<file path="config.mk">
export PLATFORM = sky130hd
export DESIGN_NAME = bram_vector_writer
export DESIGN_NICKNAME = d
export VERILOG_FILES = /design/src/rtl/nn_bram_pkg.sv /design/src/rtl/bram_vector_writer_rdback_pipe.sv /design/src/rtl/bram_vector_writer.sv
export SDC_FILE = /design/constraint.sdc
export NUM_CORES = 1
export LEC_CHECK = 0
export BUFFER_PORTS_ARGS = -buffer_cell sky130_fd_sc_hd__buf_4
export CORE_ASPECT_RATIO = 1.5
export CORE_MARGIN = 10
export CORE_UTILIZATION = 45
export DETAILED_ROUTE_END_ITERATION = 8
export PLACE_DENSITY = 0.69
export SYNTH_ARGS = -nofsm -noshare
export SYNTH_HDL_FRONTEND = slang
export SYNTH_SLANG_ARGS = --single-unit
</file>
<file path="constraint.sdc">
create_clock -name clk -period 5.2 [get_ports clk]
set_input_delay 1.04 -clock clk [delete_from_list [all_inputs] [get_ports clk]]
set_output_delay 1.04 -clock clk [all_outputs]
set_load 0.1 [all_outputs]
</file>
<file path="src/rtl/nn_bram_pkg.sv">
// Shared definitions for the NN BRAM loader/writer family.
package nn_bram_pkg;

   // Transfer state encoding shared by the BRAM masters.
   typedef enum logic [2:0] {
      IDLE  = 3'd0,
      WRITE = 3'd1,
      READ  = 3'd2,
      DRAIN = 3'd3,
      DONE  = 3'd4
   } bram_xfer_state_e;

   localparam int unsigned BRAM_RD_LAT    = 2;
   localparam int unsigned DEF_W          = 8;
   localparam int unsigned DEF_ADDR_WIDTH = 18;

endpackage

</file>
<file path="src/rtl/bram_vector_writer_rdback_pipe.sv">
// rdback_pipe: RD_LAT-deep shift register of {valid, expected element}.
// Aligns expected readback data with the BRAM read latency.
module rdback_pipe
   import nn_bram_pkg::*;
#(
   parameter int unsigned RD_LAT = BRAM_RD_LAT,
   parameter int unsigned W      = DEF_W
) (
   input  logic         clk,
   input  logic         rst,
   input  logic         valid_i,
   input  logic [W-1:0] data_i,
   output logic         valid_o,
   output logic [W-1:0] data_o
);

   logic [W:0] pipe_q [RD_LAT];

   // Shift {valid, data} one stage per cycle; reset flushes all stages.
   always_ff @(posedge clk or posedge rst) begin
      if (rst) begin
         for (int unsigned i = 0; i < RD_LAT; i++) begin
            pipe_q[i] <= '0;
         end
      end else begin
         pipe_q[0] <= {valid_i, data_i};
         for (int unsigned i = 1; i < RD_LAT; i++) begin
            pipe_q[i] <= pipe_q[i-1];
         end
      end
   end

   assign {valid_o, data_o} = pipe_q[RD_LAT-1];

endmodule

</file>
<file path="src/rtl/bram_vector_writer.sv">
// bram_vector_writer: stores a packed N_ELEM x W vector into BRAM, one
// element per cycle from a programmable base address (LSB element first).
// Optional READBACK_CHECK_EN: reads the range back after writing and sets a
// sticky verify_err on any mismatch.
module bram_vector_writer
   import nn_bram_pkg::*;
#(
   parameter int unsigned N_ELEM     = 8,
   parameter int unsigned W          = DEF_W,
   parameter int unsigned ADDR_WIDTH = DEF_ADDR_WIDTH,
   parameter int unsigned RD_LAT     = BRAM_RD_LAT
) (
   input  logic                  clk,
   input  logic                  rst,
   input  logic                  start,
   input  logic [ADDR_WIDTH-1:0] base_addr,
   input  logic [N_ELEM*W-1:0]   data_in,
   output logic                  busy,
   output logic                  done,
   output logic                  bram_en,
   output logic                  bram_wen,
   output logic                  bram_ren,
   output logic [ADDR_WIDTH-1:0] bram_addr,
   output logic [W-1:0]          bram_din,
   input  logic [W-1:0]          bram_dout,
   output logic                  verify_err
);

   localparam int unsigned   IW       = (N_ELEM > 1) ? $clog2(N_ELEM) : 1;
   localparam logic [IW-1:0] IDX_LAST = IW'(N_ELEM - 1);

   bram_xfer_state_e        state_q;
   logic [N_ELEM*W-1:0]     shadow_q;
   logic [ADDR_WIDTH-1:0]   base_q;
   logic [IW-1:0]           idx_q;
   logic                    busy_q;
   logic                    done_q;
   logic                    en_q;
   logic                    wen_q;
   logic                    ren_q;
   logic [ADDR_WIDTH-1:0]   addr_q;
   logic [W-1:0]            din_q;

   logic [IW-1:0]           idx_d;
   logic [ADDR_WIDTH-1:0]   addr_d;
   logic [W-1:0]            elem_d;

   // Next element index, its address (modulo 2^ADDR_WIDTH) and its data.
   assign idx_d  = idx_q + IW'(1);
   assign addr_d = base_q + ADDR_WIDTH'(idx_d);
   assign elem_d = shadow_q[idx_d*W +: W];

`ifdef READBACK_CHECK_EN
   localparam int unsigned DW = (RD_LAT > 1) ? $clog2(RD_LAT) : 1;

   logic [DW-1:0] drain_q;
   logic          verr_q;
   logic          pipe_valid;
   logic [W-1:0]  pipe_data;

   // Fed from the registered read strobe so the expected word reaches the
   // last stage in the same cycle the BRAM presents it on bram_dout.
   rdback_pipe #(
      .RD_LAT (RD_LAT),
      .W      (W)
   ) u_rdback_pipe (
      .clk     (clk),
      .rst     (rst),
      .valid_i (ren_q),
      .data_i  (shadow_q[idx_q*W +: W]),
      .valid_o (pipe_valid),
      .data_o  (pipe_data)
   );

   assign verify_err = verr_q;
`else
   logic unused_inputs;
   assign unused_inputs = ^{bram_dout, RD_LAT[0]};
   assign verify_err    = 1'b0;
`endif

   // Transfer FSM with registered BRAM-port and status outputs.
   always_ff @(posedge clk or posedge rst) begin
      if (rst) begin
         state_q  <= IDLE;
         shadow_q <= '0;
         base_q   <= '0;
         idx_q    <= '0;
         busy_q   <= 1'b0;
         done_q   <= 1'b0;
         en_q     <= 1'b0;
         wen_q    <= 1'b0;
         ren_q    <= 1'b0;
         addr_q   <= '0;
         din_q    <= '0;
`ifdef READBACK_CHECK_EN
         drain_q  <= '0;
         verr_q   <= 1'b0;
`endif
      end else begin
`ifdef READBACK_CHECK_EN
         if (pipe_valid && (pipe_data != bram_dout)) begin
            verr_q <= 1'b1;
         end
`endif
         unique case (state_q)
            IDLE, DONE: begin
               if (start) begin
                  state_q  <= WRITE;
                  shadow_q <= data_in;
                  base_q   <= base_addr;
                  idx_q    <= '0;
                  busy_q   <= 1'b1;
                  done_q   <= 1'b0;
                  en_q     <= 1'b1;
                  wen_q    <= 1'b1;
                  ren_q    <= 1'b0;
                  addr_q   <= base_addr;
                  din_q    <= data_in[W-1:0];
`ifdef READBACK_CHECK_EN
                  verr_q   <= 1'b0;
`endif
               end
            end
            WRITE: begin
               if (idx_q == IDX_LAST) begin
`ifdef READBACK_CHECK_EN
                  state_q <= READ;
                  idx_q   <= '0;
                  wen_q   <= 1'b0;
                  ren_q   <= 1'b1;
                  addr_q  <= base_q;
                  din_q   <= '0;
`else
                  state_q <= DONE;
                  idx_q   <= '0;
                  busy_q  <= 1'b0;
                  done_q  <= 1'b1;
                  en_q    <= 1'b0;
                  wen_q   <= 1'b0;
                  addr_q  <= '0;
                  din_q   <= '0;
`endif
               end else begin
                  idx_q  <= idx_d;
                  addr_q <= addr_d;
                  din_q  <= elem_d;
               end
            end
`ifdef READBACK_CHECK_EN
            READ: begin
               if (idx_q == IDX_LAST) begin
                  state_q <= DRAIN;
                  idx_q   <= '0;
                  ren_q   <= 1'b0;
                  addr_q  <= '0;
                  drain_q <= '0;
               end else begin
                  idx_q  <= idx_d;
                  addr_q <= addr_d;
               end
            end
            DRAIN: begin
               if (drain_q == DW'(RD_LAT - 1)) begin
                  state_q <= DONE;
                  busy_q  <= 1'b0;
                  done_q  <= 1'b1;
                  en_q    <= 1'b0;
               end else begin
                  drain_q <= drain_q + DW'(1);
               end
            end
`endif
            default: begin
               state_q <= IDLE;
               busy_q  <= 1'b0;
               done_q  <= 1'b0;
               en_q    <= 1'b0;
               wen_q   <= 1'b0;
               ren_q   <= 1'b0;
            end
         endcase
      end
   end

   assign busy      = busy_q;
   assign done      = done_q;
   assign bram_en   = en_q;
   assign bram_wen  = wen_q;
   assign bram_ren  = ren_q;
   assign bram_addr = addr_q;
   assign bram_din  = din_q;

endmodule
</file>
## Word level (Yosys, flattened, before mapping)

Cells that the tools add are included.

- Flip-flop bits (word level): 117
- Output and inout port bits: 32
- Word-level logic and storage cells: 44

- Add/subtract/negate cells: 2
- Equality and inequality tests: 5
- Shifts and indexed selects: 1
- Multiplexer cells: 19
- Bitwise logic cells: 1
- Reductions and logical operators: 7

Operators with widths:

| cell | number |
|---|---|
| $shiftx A64 B7 Y8 | 1 |
| $mux W18 | 2 |
| $pmux W18 S2 | 1 |
| $add A18 B3 Y18 | 1 |
| $mux W8 | 2 |
| $pmux W8 S2 | 1 |
| $mux W3 | 4 |
| $pmux W3 S2 | 2 |
| $reduce_and A2 Y1 | 4 |
| $eq A3 B3 Y1 const B | 2 |
| $pmux W1 S2 | 3 |
| $mux W1 | 4 |
| $ne A2 B2 Y1 const B | 2 |
| $add A3 B1 Y3 const B | 1 |
| $eq A3 B1 Y1 const B | 1 |
| $logic_not A3 Y1 | 1 |
| $reduce_bool A2 Y1 | 1 |
| $reduce_or A2 Y1 | 1 |
| $not A1 Y1 | 1 |

## Depth between registers and ports, before layout

Gate-level depths: netlist of the first run.

- Depth in word-level cells: 4
- Gate-level depth with buffers: 9
- Depth with buffers taken out: 7

## Worst setup path before layout of the first run

Ideal clock, no wire load.

- Kind: register -> output
- Start point: register wen_q, in the netlist bram_wen
- End point: output bram_wen
- Arrival: 1.357 ns
- Setup slack: 2.803 ns
- Stages on the path, launching flop included: 2
- Path buffers: 1
- Cells stage by stage: dfrtp_1 -> buf_4

RTL lines:

| element | line | RTL |
|---|---|---|
| start: declaration | bram_vector_writer.sv:39 | `logic wen_q;` |
| start signal: assignment | bram_vector_writer.sv:92 | `wen_q <= 1'b0;` |
| start signal: assignment | bram_vector_writer.sv:116 | `wen_q <= 1'b1;` |
| start signal: assignment | bram_vector_writer.sv:140 | `wen_q <= 1'b0;` |
| end: declaration | bram_vector_writer.sv:21 | `output logic bram_wen,` |

No word-level cell between the ends.

## Worst setup path in the final report of the first run

- Start point: register idx_q[0]
- End point: register addr_q[5], in the netlist bram_addr[5]

- Word-level cells in the longest chain between the ends: 4
- Elaborated cells between the ends (all ways): 5
- Classes of those cells: add/sub (2); eq/ne (1); mux (2)

RTL lines:

| element | line | RTL |
|---|---|---|
| start: declaration | bram_vector_writer.sv:35 | `logic [IW-1:0] idx_q;` |
| start signal: assignment | bram_vector_writer.sv:145 | `idx_q <= idx_d;` |
| $add A3 B1 Y3 | bram_vector_writer.sv:49 | `assign idx_d = idx_q + IW'(1);` |
| $add A18 B3 Y18 | bram_vector_writer.sv:50 | `assign addr_d = base_q + ADDR_WIDTH'(idx_d);` |
| $mux W18 (*) | bram_vector_writer.sv:126 | `if (idx_q == IDX_LAST) begin` |
| $pmux W18 S2 (*) | bram_vector_writer.sv:106 | `unique case (state_q)` |
| end signal: assignment | bram_vector_writer.sv:118 | `addr_q <= base_addr;` |
| end signal: assignment | bram_vector_writer.sv:146 | `addr_q <= addr_d;` |
| end: declaration | bram_vector_writer.sv:41 | `logic [ADDR_WIDTH-1:0] addr_q;` |

Mark *: on every way between the ends. The rest lies on a longest branch, timed or not.
A chain may end at the register's enable or synchronous reset.

==> results of run 1 <==
==> stage by stage <==
| step | hold slack (ns) | std cells | instance area [um^2] | power (mW) |
|---|---|---|---|---|
| after floorplan | 0.440 | 551 | 5350 | 3.67 |
| after global placement | 0.452 | 785 | 6270 | 4.24 |
| after detailed placement | 0.458 | 785 | 6270 | 4.31 |
| after CTS | 0.472 | 817 | 6910 | 5.58 |
| after global routing | 0.489 | 817 | 6910 | 5.86 |
| final | 0.469 | 817 | 6910 | 5.52 |
==> logic make-up (layout without fill, tap and decap cells) <==
family / after synthesis / in the layout / share of synthesized area, %
multiplexers: 37 / 37 / 10.7
AO/OA/AOI/OAI: 48 / 48 / 6.46
AND/OR/NAND/NOR: 289 / 289 / 22.0
adder cells (fa/ha/maj): 6 / 6 / 1.54
XOR/XNOR: 13 / 13 / 2.13
buffers and inverters: 42 / 158 / 3.79
flip-flops: 114 / 114 / 53.4
other: 1 / 2 / 0.0702
==> state kept, by name, indices dropped and copies added (netlist names) <==
name       count
shadow_q      64
base_q        18
bram_addr     18
bram_din       8
idx_q          3
state_q        2
bram_wen       1
==> worst min-delay path by stage <==
stage                 startpoint            to  slack, ns
detailed placement   shadow_q[6]   shadow_q[6]       0.46
finish              shadow_q[18]  shadow_q[18]       0.47
CTS                  shadow_q[6]   shadow_q[6]       0.47
floorplan            shadow_q[0]   shadow_q[0]       0.44
global placement     shadow_q[6]   shadow_q[6]       0.45
global route        shadow_q[46]  shadow_q[46]       0.49
==> power by group through the flow <==
stage          Clock [mW]  Combinational [mW]  Sequential, mW
6_report             1.24                2.68            1.61
3_3_place_gp            0                2.66            1.58
2_1_floorplan           0                1.41            2.26
4_1_cts              1.26                2.72            1.60
3_5_place_dp            0                2.70            1.61
5_1_grt              1.30                2.90            1.66
==> synth_stat cells, types with 4 or more instances <==
library cell    n  area share (%)
mux2i_1        21             3.9
nand3_1         4            0.37
o21ai_0         7            0.66
nand2_1       261              18
o22ai_1        12             1.4
xnor2_1        12             2.0
inv_1           6            0.42
dfrtp_1       114              53
buf_4           5            0.70
mux4_2         16             6.7
ha_1            5             1.2
o211ai_1        8             1.1
buf_2          15             1.4
clkbuf_1       14            0.98
a21oi_1         7            0.66
nor2_1          4            0.28
==> layout make-up <==
| type | count | area, um^2 |
|---|---|---|
| Inverter | 6 | 25.0 |
| Fill cell | 1008 | 4690 |
| Sequential cell | 114 | 2850 |
| Clock inverter | 13 | 184 |
| Multi-Input combinational cell | 395 | 2300 |
| Tap cell | 150 | 188 |
| Clock buffer | 19 | 453 |
| Timing Repair Buffer | 120 | 901 |
==> worst max-delay path: cells and delay by family (launching register included) <==
family | cells | cell delay, ns
compound gates | 3 | 0.92
fa+ha+maj | 3 | 1.23
flops | 1 | 0.38
simple gates | 1 | 0.33
==> routing by layer <==
layer / track usage [%] / vias up
met3: 4.63 / 17
met5: 0 / -
met1: 19.3 / 2043
met4: 7.12 / 0
met2: 30.1 / 126
li1: - / 2027
==> impl_metrics.toml, run 1 <==
[layout]
fin_nets = 753
antenna_cells = 0
final_cell_mix = "nand2_1, buf_4, dfrtp_1"
utilization_pct = 59.6
drive_gt1_share_pct = 26.7
syn_to_final_growth_pct = 29.2
final_common_cell = "nand2_1"

[routing]
via_per_inst = 5.16
ant_nets = 0
wirelength_um = 14100
met2_length_um = 7720
top_layer = "met4"
drcViolationCount = 0
drt_iter0_drc = 293
vias = 4213
wire_per_inst_um = 17.2
first_pass_iters = 6
dr_wl_met3_um = 768
drt-met1-wl_um = 5350

[synthesis]
synth-async-reset-ratio_pct = 100
ys_seq_area_share_pct = 53.4
synth_area_um2 = 5350
ys_warn_count = 0
ys_seq_elements = 114
syn_area_per_cell_um2 = 9.72
netlist_instances = 550
synthFlopType = "dfrtp_1"
synth-edff-count = 0
synth_cell_types = 43

[worst_setup_path]
reg2reg_from = "idx_q[0]"
worstPathArrival_ns = 3.26
slowest_stage = "ha_1"
rr_endpoint = "bram_addr[5]"
reg2reg_depth = 7
cp_slowest_stage_delay_ns = 0.64
crit_path_max_fanout = 10
crit_type = "reg2reg"
crit_path_start = "idx_q[0]"
worstSetupEndpoint = "bram_addr[5]"
endpoint_kind = "flip-flop"
cpMostUsedCell = "ha_1"
crit_required_ns = 5.52
worst_setup_path_start_kind = "flip-flop"
r2r_slack_ns = 2.26
crit_chain = "ha_1, ha_1, ha_1, a21oi_1, a21oi_1, or3_1, a31oi_1"

[sta]
fin_crit_ns = 2.94
grt_setup_unrepaired = "no"
timing.final.ws_setup_ns = 2.26
fmax_mhz = 341
setup-violations-final = 0
min_period_over_period_pct = 56.5
drv_slew = 0
hold_viol_final = 0
fin_skew_ns = 0.0121
maxSlewHeadroom_pct = 29.3
timing.setup.tns_ns = 0
worstMarginPinSlew_ns = 1.06

[power]
power_frac_seq_pct = 29.1
p_per_area_nw_per_um2 = 800
p_sw_mw = 2.47
swShare_pct = 44.7
leakage_nw = 3.49
worst_ir_drop_vdd_mv = 0.451
power.internal_mw = 3.05
pwr-share-clk_pct = 22.4
pwr-share-comb_pct = 48.5

[clock_network]
holdBufCountCts = 0
cts_tree = "done"
clockBufferDepth = 2
clock-sinks = 114
htree_levels = 4
cts_buffers = 17
post_cts.repair.setup_buffers = 0
cts-root-buf = "clkbuf_16"
clkLatencyLatePin_ns = 0.41
clk_pin_slew_ns = 0.06
post_cts_resized = 0

[grt]
antenna_found_initial = 0
grt_first_pass_wirelength_um = 22800
grt-ovfl-total = 0
grt_usage_pct = 17.4
grt_max_degree = 97
grt_pass1_vias = 4552

[floorplanning]
die_area_um2 = 16700
start_util_pct = 46.1
core_um2 = 11600
die_height_um = 153
num_io_pins = 125
die_w_um = 109
rows = 48

[placement]
portBuffers = 114
dp_worst_setup_slack_ns = 2.28
hpwl_um = 9830
gp_congestion = 0.789

[min_path]
hold_path.class = "reg2reg"
hold-path-cell-count = 2

[run_status]
status = "finished clean"

[flow_run]
maxCapViolCount = 0
(Power assumes the default switching activity.)
==> inputs of run 2 (changes only) <==
==> constraint.sdc (replaced) <==
create_clock -name clk -period 2.9 [get_ports clk]
set_input_delay 0.58 -clock clk [delete_from_list [all_inputs] [get_ports clk]]
set_output_delay 0.58 -clock clk [all_outputs]
set_load 0.1 [all_outputs]
==> impl_metrics.toml, run 2 (synthesis gave the netlist of run 1 again) <==
[worst_setup_path]
cp_slowest_stage_delay_ns = 0.41
endpoint_kind = "flip-flop"
crit_type = "reg2reg"
path_delay_family = "adder cells"
crit_path_start = "idx_q[0]"
worst_setup_path_start_kind = "flip-flop"
reg2reg_from = "idx_q[0]"
crit_chain = "ha_1, ha_1, ha_1, nand3_1, a211o_1, o311a_1"
worstPathArrival_ns = 2.73
critPathBufInv = 0
cpMostUsedCell = "ha_1"
slowest_stage = "a211o_1"
crit_path_max_fanout = 7
crit_required_ns = 3.18

[grt]
antenna_found_initial = 0
grt_first_pass_wirelength_um = 23100
grt-ovfl-total = 0
grt_usage_pct = 17.4
grt_pass1_vias = 4617
grt_max_degree = 115

[sta]
hold_viol_final = 0
maxSlewHeadroom_pct = 50.4
min_period_over_period_pct = 84.7
worstMarginPinSlew_ns = 0.744
drv_slew = 0
fin_skew_ns = 0.00664
whs_ns = 0.297
setup-violations-final = 0
fmax_mhz = 407
grt_setup_unrepaired = "no"
fin_crit_ns = 2.46
timing.setup.tns_ns = 0

[placement]
gp_congestion = 0.870
portBuffers = 114
hpwl_um = 10100

[routing]
vias = 4275
via_per_inst = 5.18
drt_iter0_drc = 260
wirelength_um = 14200
drcViolationCount = 0
ant_nets = 0
wire_per_inst_um = 17.2
first_pass_iters = 4

[floorplanning]
rows = 48
die_w_um = 109
num_io_pins = 125
die_height_um = 153
start_util_pct = 46.1
die_area_um2 = 16700
core_um2 = 11600

[run_status]
status = "finished clean"

[min_path]
hold_path.class = "in2async"

[clock_network]
cts-root-buf = "clkbuf_16"
post_cts.repair.setup_buffers = 0
post_cts_resized = 0
clkLatencyLatePin_ns = 0.40
cts_tree = "done"
holdBufCountCts = 0
htree_levels = 4
clk_pin_slew_ns = 0.05
clockBufferDepth = 2
clock-sinks = 114
cts_buffers = 17

[power]
leakage_nw = 3.52
worst_ir_drop_vdd_mv = 0.547
power_mw = 9.86
p_per_area_nw_per_um2 = 1420

[layout]
final_cell_mix = "nand2_1, buf_4, dfrtp_1"
final_common_cell = "nand2_1"
antenna_cells = 0
fin_nets = 761
largest_register_ffs = 64
largest-register = "shadow_q"
syn_to_final_growth_pct = 29.9
drive_gt1_share_pct = 27.6

[flow_run]
maxCapViolCount = 0
## run 2: changes by cell type in the layout (fill, tap and decap cells not counted), sizes merged
cell    delta
buf        +8
clkbuf     +3
bufinv     -2
inv        -1
## run 2: worst paths after layout
kind	end	slack, ns	depth (start not counted)
setup / recovery	bram_addr[17]	0.44	6
hold / removal	base_q[15]	0.30	3
setup reg to reg	bram_addr[17]	0.44	6
hold reg to reg	shadow_q[53]	0.47	2
max in group asynchronous	shadow_q[50]	2.06	3
min in group clk	shadow_q[31]	0.36	3
## run 2: area by class of cell
type / count / area (um^2)
multi-input combinational: 395 / 2300
tap: 150 / 188
clock buffer: 22 / 494
inverter: 6 / 26.3
fill: 1002 / 4650
sequential: 114 / 2850
clock inverter: 10 / 105
timing repair buffer: 128 / 973
## run 2: worst reg2reg max path, stage by stage (launching register included)
cell and delay (ns):
dfrtp_1 0.39, ha_1 0.20, ha_1 0.29, ha_1 0.36, nand3_1 0.32, a211o_1 0.41, o311a_1 0.37
## run 2: report_power, final
| group | internal, mW | switching, mW |
|---|---|---|
| logic | 1.69 | 3.21 |
| registers | 2.37 | 0.510 |
| clock network | 1.37 | 0.710 |
| total | 5.43 | 4.43 |
## run 2: per-stage QoR
step / util (%) / worst slack, ns / instance area (um^2) / std cells
after floorplan: - / 0.526 / 5350 / 551
after global placement: 54.7 / 0.522 / 6340 / 793
after detailed placement: 54.7 / 0.475 / 6340 / 793
after CTS: 59.9 / 0.446 / 6940 / 825
after global routing: 59.9 / 0.318 / 6940 / 825
final: 59.9 / 0.444 / 6940 / 825
## run 2: per-layer routing
layer | vias up | part of all wire [%] | global-route usage, % | routed length (um)
met3 | 18 | 5.8 | 4.46 | 818
li1 | 2043 | - | - | -
met5 | - | 0 | 0 | 0
met1 | 2093 | 38 | 19.3 | 5370
met2 | 121 | 55 | 30.8 | 7780
met4 | 0 | 1.5 | 6.05 | 213
